$ cat config.mk
export PLATFORM = sky130hd
export DESIGN_NAME = grey_frame_sequencer_flat
export DESIGN_NICKNAME = d
export VERILOG_FILES = /design/src/rtl/grey_frame_sequencer_pkg.sv /design/src/rtl/grey_frame_sequencer_if.sv /design/src/rtl/grey_frame_sequencer_raster_counter.sv /design/src/rtl/grey_frame_sequencer.sv /design/src/flat_wrapper.sv
export SDC_FILE = /design/constraint.sdc
export NUM_CORES = 1
export LEC_CHECK = 0
export ABC_AREA = 1
export BUFFER_PORTS_ARGS = -buffer_cell sky130_fd_sc_hd__buf_4
export CORE_MARGIN = 4
export CORE_UTILIZATION = 58
export DETAILED_ROUTE_END_ITERATION = 8
export PLACE_DENSITY = 0.8
export RECOVER_POWER = 50
export SLEW_MARGIN = 20
export SYNTH_ARGS = -nofsm -noshare
export SYNTH_HDL_FRONTEND = slang
export SYNTH_SLANG_ARGS = --single-unit
$ cat constraint.sdc
create_clock -name clk -period 3.4 [get_ports clk]
set_clock_uncertainty 0.2 [all_clocks]
set_input_delay 0.68 -clock clk [delete_from_list [all_inputs] [get_ports clk]]
set_output_delay 0.68 -clock clk [all_outputs]
set_load 0.01 [all_outputs]
$ cat src/rtl/grey_frame_sequencer_pkg.sv
// Shared definitions for the grey frame sequencer.
//   - seq_state_e : frame FSM states (IDLE/RUN/DRAIN/DONE)
//   - IMG_W_DEF / IMG_H_DEF : default image geometry
//   - RGB_W / GREY_W : source and result pixel widths
//   - INFL_W : width of the converter in-flight counter (MAX_INFLIGHT <= 15)
//   - clog2_min1 : counter width helper that never returns 0
package grey_seq_pkg;

  typedef enum logic [1:0] {
    ST_IDLE  = 2'd0,
    ST_RUN   = 2'd1,
    ST_DRAIN = 2'd2,
    ST_DONE  = 2'd3
  } seq_state_e;

  localparam int IMG_W_DEF = 640;
  localparam int IMG_H_DEF = 480;
  localparam int RGB_W     = 12;
  localparam int GREY_W    = 4;
  localparam int INFL_W    = 4;

  function automatic int clog2_min1(input int n);
    return (n > 1) ? $clog2(n) : 1;
  endfunction

endpackage

$ cat src/rtl/grey_frame_sequencer_if.sv
// Bus bundle between the sequencer and its surroundings.
//   source side : src_rd_en, src_addr (out) / src_rd_data (in, one cycle after strobe)
//   converter   : cvt_pixel_in, cvt_in_ready (out) / cvt_pixel_out, cvt_out_ready (in)
//   destination : dst_wr_en, dst_addr, dst_wr_data, out_sof, out_eol (out) / dst_stall (in)
// master = sequencer, slave = memories and converter.
interface grey_frame_sequencer_if
  import grey_seq_pkg::*;
#(
  parameter int ADDR_W = 19
) ();

  logic                src_rd_en;
  logic [ADDR_W-1:0]   src_addr;
  logic [RGB_W-1:0]    src_rd_data;

  logic [RGB_W-1:0]    cvt_pixel_in;
  logic                cvt_in_ready;
  logic [GREY_W-1:0]   cvt_pixel_out;
  logic                cvt_out_ready;

  logic                dst_wr_en;
  logic [ADDR_W-1:0]   dst_addr;
  logic [GREY_W-1:0]   dst_wr_data;
  logic                out_sof;
  logic                out_eol;
  logic                dst_stall;

  modport master (
    output src_rd_en, src_addr,
    input  src_rd_data,
    output cvt_pixel_in, cvt_in_ready,
    input  cvt_pixel_out, cvt_out_ready,
    output dst_wr_en, dst_addr, dst_wr_data, out_sof, out_eol,
    input  dst_stall
  );

  modport slave (
    input  src_rd_en, src_addr,
    output src_rd_data,
    input  cvt_pixel_in, cvt_in_ready,
    output cvt_pixel_out, cvt_out_ready,
    input  dst_wr_en, dst_addr, dst_wr_data, out_sof, out_eol,
    output dst_stall
  );

endinterface

$ cat src/rtl/grey_frame_sequencer_raster_counter.sv
// Raster-order position counter (x, y and linear address) for one frame.
//   clk, rst      : clock, asynchronous active-low reset
//   clr           : return to pixel 0 (wins over inc)
//   inc           : advance one pixel; wraps to 0 after the last pixel
//   x, y, addr    : current position
//   last_col      : x is the last column of a line
//   last_pix      : current position is the last pixel of the frame
module raster_counter
  import grey_seq_pkg::*;
#(
  parameter int IMG_W  = IMG_W_DEF,
  parameter int IMG_H  = IMG_H_DEF,
  parameter int ADDR_W = 19,
  parameter int X_W    = clog2_min1(IMG_W),
  parameter int Y_W    = clog2_min1(IMG_H)
) (
  input  logic              clk,
  input  logic              rst,
  input  logic              clr,
  input  logic              inc,
  output logic [X_W-1:0]    x,
  output logic [Y_W-1:0]    y,
  output logic [ADDR_W-1:0] addr,
  output logic              last_pix,
  output logic              last_col
);

  logic [X_W-1:0]    x_q, x_d;
  logic [Y_W-1:0]    y_q, y_d;
  logic [ADDR_W-1:0] addr_q, addr_d;

  assign last_col = (x_q == X_W'(IMG_W - 1));
  assign last_pix = last_col && (y_q == Y_W'(IMG_H - 1));

  // The linear address is kept as its own counter so no y*IMG_W multiply is needed.
  always_comb begin
    x_d    = x_q;
    y_d    = y_q;
    addr_d = addr_q;
    if (clr || (inc && last_pix)) begin
      x_d    = '0;
      y_d    = '0;
      addr_d = '0;
    end else if (inc) begin
      addr_d = addr_q + ADDR_W'(1);
      if (last_col) begin
        x_d = '0;
        y_d = y_q + Y_W'(1);
      end else begin
        x_d = x_q + X_W'(1);
      end
    end
  end

  always_ff @(posedge clk or negedge rst) begin
    if (!rst) begin
      x_q    <= '0;
      y_q    <= '0;
      addr_q <= '0;
    end else begin
      x_q    <= x_d;
      y_q    <= y_d;
      addr_q <= addr_d;
    end
  end

  assign x    = x_q;
  assign y    = y_q;
  assign addr = addr_q;

endmodule

$ cat src/rtl/grey_frame_sequencer.sv
// Frame sequencer: walks the RGB444 source frame in raster order, feeds the
// rgb_to_grey converter and writes the grey results to the destination store.
//   clk, rst : clock, asynchronous active-low reset
//   start    : begin one frame (only honoured in IDLE)
//   busy     : frame in progress (RUN or DRAIN)
//   done     : one-cycle pulse after the final destination write
//   err      : sticky, converter returned a result nobody asked for
//   bus      : source / converter / destination signals (master side)
module grey_frame_sequencer
  import grey_seq_pkg::*;
#(
  parameter int IMG_W        = IMG_W_DEF,
  parameter int IMG_H        = IMG_H_DEF,
  parameter int ADDR_W       = 19,
  parameter int MAX_INFLIGHT = 4
) (
  input  logic                   clk,
  input  logic                   rst,
  input  logic                   start,
  output logic                   busy,
  output logic                   done,
  output logic                   err,
  grey_frame_sequencer_if.master bus
);

  localparam logic [1:0] S_IDLE  = ST_IDLE;
  localparam logic [1:0] S_RUN   = ST_RUN;
  localparam logic [1:0] S_DRAIN = ST_DRAIN;
  localparam logic [1:0] S_DONE  = ST_DONE;
  localparam int X_W = clog2_min1(IMG_W);
  localparam int Y_W = clog2_min1(IMG_H);

  logic [1:0]        state_q, state_d;
  logic [INFL_W-1:0] infl_q, infl_d;
  logic              err_q, err_d;
  logic              wr_done_q, wr_done_d;
  logic              in_vld_q;
  logic              wr_en_q;
  logic [ADDR_W-1:0] wr_addr_q;
  logic [GREY_W-1:0] wr_data_q;
  logic              sof_q, eol_q;

  logic              start_acc, rd_issue, res_active, res_ok, res_bad;
  logic [X_W-1:0]    rd_x, wr_x;
  logic [Y_W-1:0]    rd_y, wr_y;
  logic [ADDR_W-1:0] rd_addr, wr_addr;
  logic              rd_last_pix, rd_last_col, wr_last_pix, wr_last_col;
  logic              unused_rd;

  assign start_acc  = (state_q == S_IDLE) && start;
  assign rd_issue   = (state_q == S_RUN) && !bus.dst_stall &&
                      (infl_q < INFL_W'(MAX_INFLIGHT));
  assign res_active = (state_q == S_RUN) || (state_q == S_DRAIN);
  // A result is only accepted while a frame is active and something is outstanding.
  assign res_ok     = bus.cvt_out_ready && res_active && (infl_q != '0);
  assign res_bad    = bus.cvt_out_ready && !res_ok;

  raster_counter #(.IMG_W(IMG_W), .IMG_H(IMG_H), .ADDR_W(ADDR_W)) u_rd_cnt (
    .clk(clk), .rst(rst), .clr(start_acc), .inc(rd_issue),
    .x(rd_x), .y(rd_y), .addr(rd_addr), .last_pix(rd_last_pix), .last_col(rd_last_col)
  );

  raster_counter #(.IMG_W(IMG_W), .IMG_H(IMG_H), .ADDR_W(ADDR_W)) u_wr_cnt (
    .clk(clk), .rst(rst), .clr(start_acc), .inc(res_ok),
    .x(wr_x), .y(wr_y), .addr(wr_addr), .last_pix(wr_last_pix), .last_col(wr_last_col)
  );

  // The read side only needs the linear address and the end-of-frame flag.
  assign unused_rd = ^{rd_x, rd_y, rd_last_col};

  always_comb begin
    state_d = state_q;
    case (state_q)
      S_IDLE:  if (start) state_d = S_RUN;
      S_RUN:   if (rd_issue && rd_last_pix) state_d = S_DRAIN;
      // wr_done_q rises with the final write strobe, so DONE lands one cycle later.
      S_DRAIN: if (wr_done_q) state_d = S_DONE;
      default: state_d = S_IDLE;
    endcase
  end

  always_comb begin
    infl_d = infl_q;
    if (start_acc) begin
      infl_d = '0;
    end else begin
      case ({rd_issue, res_ok})
        2'b10:   infl_d = infl_q + INFL_W'(1);
        2'b01:   infl_d = infl_q - INFL_W'(1);
        default: infl_d = infl_q;
      endcase
    end
  end

  always_comb begin
    err_d     = start_acc ? 1'b0 : (err_q | res_bad);
    wr_done_d = wr_done_q | (res_ok && wr_last_pix);
    if (start_acc || (state_q == S_DONE)) wr_done_d = 1'b0;
  end

  always_ff @(posedge clk or negedge rst) begin
    if (!rst) begin
      state_q   <= S_IDLE;
      infl_q    <= '0;
      err_q     <= 1'b0;
      wr_done_q <= 1'b0;
    end else begin
      state_q   <= state_d;
      infl_q    <= infl_d;
      err_q     <= err_d;
      wr_done_q <= wr_done_d;
    end
  end

  // Stage boundary: source read strobe -> converter input valid (data arrives with it).
  always_ff @(posedge clk or negedge rst) begin
    if (!rst) in_vld_q <= 1'b0;
    else      in_vld_q <= rd_issue;
  end

  // Stage boundary: converter result -> registered destination write.
  always_ff @(posedge clk or negedge rst) begin
    if (!rst) begin
      wr_en_q   <= 1'b0;
      wr_addr_q <= '0;
      wr_data_q <= '0;
      sof_q     <= 1'b0;
      eol_q     <= 1'b0;
    end else begin
      wr_en_q <= res_ok;
      sof_q   <= res_ok && (wr_x == '0) && (wr_y == '0);
      eol_q   <= res_ok && wr_last_col;
      if (res_ok) begin
        wr_addr_q <= wr_addr;
        wr_data_q <= bus.cvt_pixel_out;
      end
    end
  end

  assign bus.src_rd_en    = rd_issue;
  assign bus.src_addr     = rd_addr;
  assign bus.cvt_in_ready = in_vld_q;
  // Gated so the converter input reads as zero whenever it is not qualified.
  assign bus.cvt_pixel_in = in_vld_q ? bus.src_rd_data : '0;
  assign bus.dst_wr_en    = wr_en_q;
  assign bus.dst_addr     = wr_addr_q;
  assign bus.dst_wr_data  = wr_data_q;
  assign bus.out_sof      = sof_q;
  assign bus.out_eol      = eol_q;

  assign busy = (state_q == S_RUN) || (state_q == S_DRAIN);
  assign done = (state_q == S_DONE);
  assign err  = err_q;

endmodule

$ cat src/flat_wrapper.sv
// flat-port wrapper written by rule: the top's interface ports become plain ports
module grey_frame_sequencer_flat import grey_seq_pkg::*;
#(
  parameter int IMG_W        = IMG_W_DEF,
  parameter int IMG_H        = IMG_H_DEF,
  parameter int ADDR_W       = 19,
  parameter int MAX_INFLIGHT = 4
)
  (clk, rst, start, busy, done, err, bus_src_rd_en, bus_src_addr, bus_src_rd_data, bus_cvt_pixel_in, bus_cvt_in_ready, bus_cvt_pixel_out, bus_cvt_out_ready, bus_dst_wr_en, bus_dst_addr, bus_dst_wr_data, bus_out_sof, bus_out_eol, bus_dst_stall);
  grey_frame_sequencer_if #(.ADDR_W(ADDR_W)) bus_i ();
  input  logic clk;
  input  logic rst;
  input  logic start;
  output logic busy;
  output logic done;
  output logic err;
  output wire logic [$bits(bus_i.src_rd_en)-1:0] bus_src_rd_en;
  output wire logic [$bits(bus_i.src_addr)-1:0] bus_src_addr;
  input wire logic [$bits(bus_i.src_rd_data)-1:0] bus_src_rd_data;
  output wire logic [$bits(bus_i.cvt_pixel_in)-1:0] bus_cvt_pixel_in;
  output wire logic [$bits(bus_i.cvt_in_ready)-1:0] bus_cvt_in_ready;
  input wire logic [$bits(bus_i.cvt_pixel_out)-1:0] bus_cvt_pixel_out;
  input wire logic [$bits(bus_i.cvt_out_ready)-1:0] bus_cvt_out_ready;
  output wire logic [$bits(bus_i.dst_wr_en)-1:0] bus_dst_wr_en;
  output wire logic [$bits(bus_i.dst_addr)-1:0] bus_dst_addr;
  output wire logic [$bits(bus_i.dst_wr_data)-1:0] bus_dst_wr_data;
  output wire logic [$bits(bus_i.out_sof)-1:0] bus_out_sof;
  output wire logic [$bits(bus_i.out_eol)-1:0] bus_out_eol;
  input wire logic [$bits(bus_i.dst_stall)-1:0] bus_dst_stall;
  assign bus_src_rd_en = bus_i.src_rd_en;
  assign bus_src_addr = bus_i.src_addr;
  assign bus_i.src_rd_data = bus_src_rd_data;
  assign bus_cvt_pixel_in = bus_i.cvt_pixel_in;
  assign bus_cvt_in_ready = bus_i.cvt_in_ready;
  assign bus_i.cvt_pixel_out = bus_cvt_pixel_out;
  assign bus_i.cvt_out_ready = bus_cvt_out_ready;
  assign bus_dst_wr_en = bus_i.dst_wr_en;
  assign bus_dst_addr = bus_i.dst_addr;
  assign bus_dst_wr_data = bus_i.dst_wr_data;
  assign bus_out_sof = bus_i.out_sof;
  assign bus_out_eol = bus_i.out_eol;
  assign bus_i.dst_stall = bus_dst_stall;
  grey_frame_sequencer #(.IMG_W(IMG_W), .IMG_H(IMG_H), .ADDR_W(ADDR_W), .MAX_INFLIGHT(MAX_INFLIGHT)) u_core (.clk(clk), .rst(rst), .start(start), .busy(busy), .done(done), .err(err), .bus(bus_i));
endmodule
-- After elaboration in Yosys (flattened, before gate mapping)
Index checks and enable logic that the tools add are counted.
W data, S select, Z words.
- flip-flop bits (word level): 111
- bits of input ports: 21
- output and inout port bits: 62
- logic and storage cells: 95
- add/subtract/negate cells: 8
- $lt $le $gt $ge: 1
- equal/unequal tests: 12
- mux-type cells: 25
- bitwise logic cells: 2
- reduce and logical (&&, ||, !) cells: 31
- operators with widths (cell ; number):
    $mux W19 ; 4
    $mux W10 ; 6
    $mux W9 ; 6
    $add A19 B1 Y19 const B ; 2
    $add A10 B1 Y10 const B ; 2
    $eq A10 B10 Y1 const B ; 2
    $add A9 B1 Y9 const B ; 2
    $eq A9 B9 Y1 const B ; 2
    $logic_and A1 B1 Y1 ; 13
    $mux W12 ; 1
    $logic_not A10 Y1 ; 1
    $logic_not A9 Y1 ; 1
    $pmux W4 S2 ; 1
    $reduce_bool A2 Y1 ; 4
    $eq A2 B2 Y1 const B ; 3
    $mux W2 ; 3
    $pmux W2 S3 ; 1
    $add A4 B1 Y4 const B ; 1
    $eq A2 B1 Y1 const B ; 2
    $logic_or A1 B1 Y1 ; 4
    $lt A4 B3 Y1 const B ; 1
    $mux W4 ; 1
    $ne A2 B2 Y1 const B ; 2
    $reduce_and A2 Y1 ; 2
    other kinds (9) ; 12

-- Depth between registers and ports, before layout
Gate-level depths: netlist of the first run.
- word-level depth: 8
- depth in mapped cells: 16
- depth with buffers taken out: 15

-- Cells and area by module
From an unflattened synthesis of the first run, not the netlist that was laid out.
- cells, all modules: 805
- area total of the unflattened synthesis: 6032.0 sq um
- by module, submodules not included (module ; times used ; cells an instance ; area each (sq um) ; seq. area each (sq um)):
    raster_counter ; 2 ; 295 ; 2167.1 ; 950.9
    grey_frame_sequencer ; 1 ; 215 ; 1697.9 ; 875.8

-- Least setup slack after synthesis of the first run
OpenSTA, ideal clock, no wires.
- kind: reg2reg
- from: register u_core.state_q[0]
- to: register u_core.infl_q[2]
- library setup time: 0.123 ns
- data arrival time: 2.206 ns
- data required time: 3.077 ns
- slack: 0.871 ns
- cell stages (with the launch flop): 17
- buffers on the path: 1
- clock period less this slack: 2.529 ns
- path through: dfrtp_1 > inv_1 > ha_1 > nand2_1 > inv_1 > nand2_4 > inv_2 > buf_2 > ha_1 > nand2_1 > inv_1 > nor2_1 > ha_1 > a21oi_1 > a21oi_1 > o21ai_0 > nand2_1
- longest elaborated chain between the ends: 7
- elaborated cells on any way between the ends: 14
- classes of those cells: eq/ne (4); mux (2); reduce/logical (8)
- ends and longest elaborated chain (item ; line ; RTL):
    from (decl) ; grey_frame_sequencer.sv:33 ; logic [1:0] state_q, state_d;
    from (signal assigned) ; grey_frame_sequencer.sv:108 ; state_q <= state_d;
    $eq A2 B1 Y1 or $eq A2 B2 Y1 (tied branches) ; - ;
    $logic_or A1 B1 Y1 (*) ; - ;
    net busy ; flat_wrapper.sv:14 ; output logic busy;
    $logic_and A1 B1 Y1 (*) (2 in series) ; grey_frame_sequencer.sv:55 ; assign res_ok = bus.cvt_out_ready && res_active && (infl_q != '0);
    net u_core.res_ok ; grey_frame_sequencer.sv:43 ; logic start_acc, rd_issue, res_active, res_ok, res_bad;
    $eq A2 B1 Y1 or $eq A2 B2 Y1 (tied branches) ; grey_frame_sequencer.sv:87 ; case ({rd_issue, res_ok})
    $pmux W4 S2 ; grey_frame_sequencer.sv:87 ;
    $mux W4 ; grey_frame_sequencer.sv:84 ; if (start_acc) begin
    to (signal assigned) ; grey_frame_sequencer.sv:109 ; infl_q <= infl_d;
    to (decl) ; grey_frame_sequencer.sv:34 ; logic [INFL_W-1:0] infl_q, infl_d;
Mark *: on every way through the listed nets, which the timed path passes. The rest lies on a longest branch.
A chain may end at the register's enable or synchronous reset.

-- Worst setup path in the final report of the first run
- from: register u_core.state_q[1]
- to: output bus_src_rd_en
- longest elaborated chain between the ends: 3
- ends and longest elaborated chain (item ; line ; RTL):
    $eq A2 B1 Y1 ; grey_frame_sequencer.sv:51 ; assign rd_issue = (state_q == S_RUN) && !bus.dst_stall &&
    $logic_and A1 B1 Y1 (2 in series) ; grey_frame_sequencer.sv:51 ;
    to (decl) ; flat_wrapper.sv:17 ; output wire logic [$bits(bus_i.src_rd_en)-1:0] bus_src_rd_en;
No other way between the ends.

==> results of run 1 <==
## worst max path at each step
stage	startpoint	end	slack [ps]	cells after the start
after floorplan	u_core.state_q[0]$_DFFE_PN0P_	u_core.infl_q[2]$_DFFE_PN0P_	870	16
after global placement	u_core.state_q[0]$_DFFE_PN0P_	u_core.infl_q[2]$_DFFE_PN0P_	880	15
after detailed placement	u_core.state_q[0]$_DFFE_PN0P_	u_core.infl_q[2]$_DFFE_PN0P_	670	15
after CTS	u_core.state_q[0]$_DFFE_PN0P_	u_core.infl_q[2]$_DFFE_PN0P_	640	15
after global routing	u_core.state_q[1]$_DFFE_PN0P_	bus_src_rd_en	320	5
final	u_core.state_q[1]$_DFFE_PN0P_	bus_src_rd_en	420	5
## worst max-delay path, delay by kind of cell, from the launching register on
kind / cells / cell delay, ps
simple gates: 2 / 720
buf+inv: 2 / 350
flops: 1 / 440
fa+ha+maj: 1 / 210
## cell families after synthesis
family                     count (synthesis)  synth area share [%]
adders and majority gates                 16                  3.20
and+or+nand+nor                          467                  34.0
AOI/OAI and AO/OA                         74                  6.73
buffers and inverters                    123                  8.65
DFF                                      111                  44.5
xor gates and xnor gates                  21                  2.94
## stage by stage
| stage | hold slack, ps | util [%] | power [mW] | worst slack (ps) |
|---|---|---|---|---|
| finish | 293 | 67.4 | 3.82 | 415 |
| CTS | 190 | 68.7 | 3.91 | 636 |
| detailed placement | 274 | 66.5 | 3.01 | 672 |
| global placement | 270 | 66.5 | 2.96 | 884 |
| global route | 288 | 67.4 | 4.11 | 315 |
| floorplan | 184 | - | 2.62 | 871 |
## area by class of cell
| type | instances | share of cell area (%) |
|---|---|---|
| inverter | 104 | 5.56 |
| timing repair buffer | 86 | 7.52 |
| clock buffer | 9 | 1.77 |
| tap | 136 | 2.42 |
| sequential | 111 | 39.6 |
| clock inverter | 7 | 1.52 |
| multi-input combinational | 578 | 41.6 |
## power groups by stage
stage,clock [mW],sequential [mW],combinational (mW)
3_5_place_dp,0,1.65,1.36
2_1_floorplan,0,1.64,0.983
6_report,0.893,1.63,1.30
4_1_cts,0.917,1.63,1.37
3_3_place_gp,0,1.64,1.32
5_1_grt,0.980,1.66,1.47
## flip-flops by register name, indices dropped and copies added, names as in the netlist
name	cells
u_core.u_wr_cnt.addr	19
u_core.err	1
u_core.infl_q	4
u_core.bus.dst_addr	19
u_core.u_rd_cnt.addr	19
u_core.bus.cvt_in_ready	1
u_core.wr_done_q	1
u_core.bus.dst_wr_en	1
u_core.u_rd_cnt.y	9
u_core.u_wr_cnt.x	10
u_core.bus.out_eol	1
u_core.bus.dst_wr_data	4
u_core.state_q	2
u_core.bus.out_sof	1
u_core.u_wr_cnt.y	9
u_core.u_rd_cnt.x	10
## layout by cell type, fill, tap and decap left out, types with 3 or more instances in the layout
cell type	Yosys	layout
a21oi_1	26	26
a21oi_2	3	3
buf_4	3	54
clkbuf_1	4	30
clkbuf_8	0	9
clkinv_4	0	4
dfrtp_1	111	111
ha_1	16	16
inv_1	98	98
inv_2	6	6
nand2_1	242	242
nand2_2	7	7
nand2_4	4	4
nand3_1	44	44
nand3_2	5	5
nand4_1	18	18
nor2_1	100	101
nor2_2	7	7
nor2_4	4	3
nor3_1	19	19
nor3_2	4	4
nor4_1	3	3
o21ai_0	29	29
o21ai_1	4	4
o21ai_2	3	3
o22ai_1	3	3
xnor2_1	4	4
xor2_1	17	17
## per-layer routing
layer,wire length [um],up-vias
met3,785,19
li1,-,2713
met4,206,0
met2,6940,157
met5,0,-
met1,5960,2600
==> metrics.csv, run 1 <==
metric,value,unit
ant diodes,0,
leakage power,3.55,nW
Worst-Skew Late Latency,380,ps
Cells after Synth,812,
Tmin final,2980,ps
maximum vdd drop,0.301,mV
number of antenna violations at the first check in global routing,0,
commonest cells in the netlist,"242 x nand2_1, 111 x dfrtp_1, 100 x nor2_1",
setup violators final,0,
Fin. Hold Viols,0,
R2R setup slack,660,ps
DP HPWL,10.2,mm
Min-Delay Path Class,reg -> reg,
CTS tree,done,
Non-Filler Instances,1031,
M3 GR Usage,4.13,%
Final Max Tran Viols,0,
# rows,37,
crit path kind,reg -> out,
fmax,335,MHz
first-pass GRT wire length,24.2,mm
# IOs,83,
port bufs,82,
outcome,completed,
Detail Route Antenna Nets,0,
CP max stage delay,660,ps
# fillers,885,
Via-to-Cell Ratio,5.32,
crit start category,register,
"top cells by area, synth","dfrtp_1 44%, nand2_1 15%, nor2_1 6.0%",
Yosys warnings,0,
Clock Path Buffers,2,
Multi-input gate area,2920,um2
clock transition at the registers of the reported paths,100,ps
Top Usage Layer GRT,met2,
Cell Int Power,2.31,mW
final WL,13.9,mm
fin crit share,87.8,%
GPL Wtd Cong,0.895,
pin count of the biggest net entering global routing,61,
Sequential Area,2780,um2
Die H,112,um
All-Layer GR Usage,23.1,%
synthesized flop and latch total,111,
htree depth,3,
Area growth syn-to-layout,12.3,%
Worst Max-Slew Pin Slew,1480,ps
NetSw,1.51,mW
Worst path slowest cell,nor2_1,
placed cell area,6930,um2
Clock Tree Root,clkbuf_8,
Crit Path Max Fanout,7,
detailed-route DRC error count,0,
syn_nets,849,
Setup crit end kind,output pin,
Clk network pwr share,23.4,%
initial drt markers,350,
syn avg cell area,7.69,um2
vias in the first global route,5337,
Yosys top cell area share,44.5,%
post-synthesis sequential area ratio,44.5,%
post-CTS setup repair buffer count,0,
fraction of registers with async set or reset after synthesis,100,%
post-synth cell types,42,
Crit Reg-Reg Endpoint,u_core.infl_q[2]$_DFFE_PN0P_,
DIE WIDTH,112,um
die area,12500,um2
core area,10400,um2
CP Cell Sequence,inv_1 -> ha_1 -> nand2_2 -> nor2_1 -> buf_4,
Synth Flop Type,dfrtp_1,
DR vias,5489,
Initial DRT Pass Iterations,5,
total power per unit cell area,544,nW/um2
Reg2Reg Depth,15,
fin nets,927,
Hold Path End,u_core.bus.dst_addr[11]$_DFFE_PN0P_,
layout cells sized above 1,13.4,%
"Design Area, Final",7020,um2
Post-synth EDFFs,0,
routing usage on met1,29.1,%
hold path cells,2,
most common cell in the netlist,nand2_1,
Comb pwr share,34.0,%
sequential cell fraction of total power,42.7,%
PostCTS Resize Cnt,0,
TritonCTS Buffers,9,
switching share of power,39.5,%
Synth area leader,dfrtp_1,
setup TNS after final layout,0,ps
Reg-to-Reg Start,u_core.state_q[0]$_DFFE_PN0P_,
Sink Count,111,
WL per Instance,13.5,um
RSZ-0062 raised after global routing,no,
CP Data Required Time,2520,ps
Hold Startpoint,u_core.bus.dst_addr[11]$_DFFE_PN0P_,
initial core utilization,60.0,%
hold buffers post-CTS,0,
Worst slew margin,1.15,%
# placed instances,1015,
MaxCap Viol Count,0,
"Remaining Overflow, GRT",0,
post-synthesis cell area,6250,um2
CP arrival,2100,ps
met2 GRT Util,40.0,%
Power figures use the tool's default switching activity.
==> inputs of run 2 (changes only) <==
--- a/config.mk
+++ b/config.mk
@@ -8,6 +8,6 @@
 export ABC_AREA = 1
-export BUFFER_PORTS_ARGS = -buffer_cell sky130_fd_sc_hd__buf_4
 export CORE_MARGIN = 4
-export CORE_UTILIZATION = 58
+export CORE_UTILIZATION = 64
 export DETAILED_ROUTE_END_ITERATION = 8
+export DONT_BUFFER_PORTS = 1
 export PLACE_DENSITY = 0.8
--- a/constraint.sdc
+++ b/constraint.sdc
@@ -4,2 +4,2 @@
 set_output_delay 0.68 -clock clk [all_outputs]
-set_load 0.01 [all_outputs]
+set_load 0.02 [all_outputs]
==> metrics.csv, run 2 (synthesis gave the netlist of run 1 again) <==
metric,value,unit
leakage power,3.24,nW
WL per Instance,14.3,um
failing checks,negative hold slack,
RSZ-0062 raised after global routing,no,
PostCTS Resize Cnt,0,
layout cells sized above 1,8.14,%
TritonCTS Buffers,9,
Sink Count,111,
Via-to-Cell Ratio,5.50,
Worst path slowest cell,nor2_1,
MaxCap Viol Count,0,
Worst Max-Slew Pin Slew,1120,ps
setup TNS after final layout,0,ps
CP Depth,4,
CP arrival,2060,ps
Bufs and invs on worst path,1,
crit path kind,reg -> out,
ant diodes,0,
total power per unit cell area,590,nW/um2
final WL,13.5,mm
fin nets,843,
placed cell area,6270,um2
# rows,35,
# IOs,83,
first-pass GRT wire length,23.1,mm
fmax,340,MHz
htree depth,3,
cell family with most CP delay,simple AND/OR/NAND/NOR gates,
# fillers,767,
setup violators final,0,
maximum vdd drop,0.331,mV
pin count of the biggest net entering global routing,112,
fin crit share,86.6,%
initial core utilization,66.7,%
vias in the first global route,5103,
GPL Wtd Cong,0.855,
Clock Path Buffers,2,
clock transition at the registers of the reported paths,110,ps
CP max stage delay,850,ps
Crit Path Max Fanout,7,
detailed-route DRC error count,0,
number of antenna violations at the first check in global routing,0,
Worst slew margin,25.1,%
Min-Delay Path Class,in -> async,
crit start category,register,
CP Cell Sequence,inv_1 -> ha_1 -> nand2_2 -> nor2_1,
Crit Reg-Reg Endpoint,u_core.infl_q[2]$_DFFE_PN0P_,
Hold Slack,-212,ps
Tmin final,2940,ps
Initial DRT Pass Iterations,7,
die area,11400,um2
DR vias,5170,
DIE WIDTH,107,um
CP Data Required Time,2520,ps
All-Layer GR Usage,24.5,%
Die H,107,um
"Design Area, Final",6520,um2
Reg-to-Reg Start,u_core.state_q[0]$_DFFE_PN0P_,
"most common cell after layout, fill and taps aside",nand2_1,
highest-count cells in the layout ignoring fill and taps,"242 x nand2_1, 111 x dfrtp_1, 101 x nor2_1",
Setup crit end kind,output pin,
Worst-Skew Late Latency,370,ps
outcome,"complete, but fails checks",
"Remaining Overflow, GRT",0,
Final Max Tran Viols,0,
core area,9370,um2
initial drt markers,355,
Detail Route Antenna Nets,0,
Area growth syn-to-layout,4.35,%
Power Total,3.85,mW
Clock Tree Root,clkbuf_8,
port bufs,0,
Reg2Reg Depth,15,
CTS tree,done,
R2R setup slack,510,ps
Fin. Hold Viols,111,
DP HPWL,9.58,mm
[run 2: report_power, final]
part / internal, mW / leakage, nW / switching (mW)
logic: 0.310 / 1.60 / 0.836
registers: 1.47 / 1.52 / 0.251
clock network: 0.514 / 0.123 / 0.461
[run 2: area by class of cell]
cell class / instances / area, um2 / share of cell area, %
sequential: 111 / 2780 / 42.6
tap: 129 / 161 / 2.48
inverter: 104 / 390 / 5.99
clock inverter: 6 / 115 / 1.77
clock buffer: 10 / 138 / 2.11
multi-input combinational: 578 / 2920 / 44.8
timing repair buffer: 2 / 15.0 / 0.230
[run 2: routing by layer]
layer  vias to the layer above  GRT usage, %  part of all wire [%]
met5                         -             0                     0
met4                         0          8.49                   1.5
met1                      2442          31.6                    42
li1                       2544             -                     -
met3                        23          4.82                   5.6
met2                       161          41.5                    51
[run 2: repair_timing]
item / in CTS / in global routing
endpoints found under the setup margin: 0 / 0
setup buffers: 0 / 0
hold endpoints to repair: 111 / 111
[run 2: how the worst max path moves through the flow]
stage                                        from                           end
global placement    u_core.state_q[0]$_DFFE_PN0P_  u_core.infl_q[2]$_DFFE_PN0P_
detailed placement  u_core.state_q[0]$_DFFE_PN0P_  u_core.infl_q[2]$_DFFE_PN0P_
global route        u_core.state_q[1]$_DFFE_PN0P_  u_core.infl_q[2]$_DFFE_PN0P_
finish              u_core.state_q[1]$_DFFE_PN0P_                 bus_src_rd_en
floorplan           u_core.state_q[0]$_DFFE_PN0P_  u_core.infl_q[2]$_DFFE_PN0P_
CTS                 u_core.state_q[0]$_DFFE_PN0P_  u_core.infl_q[2]$_DFFE_PN0P_
[run 2: metrics by stage]
stage | utilization (%) | std cells | setup WS, ps
6_report | 69.6 | 940 | 457
5_1_grt | 69.6 | 940 | 175
4_1_cts | 69.6 | 940 | 539
3_5_place_dp | 66.9 | 924 | 548
3_3_place_gp | 66.9 | 924 | 742
2_1_floorplan | - | 812 | 796
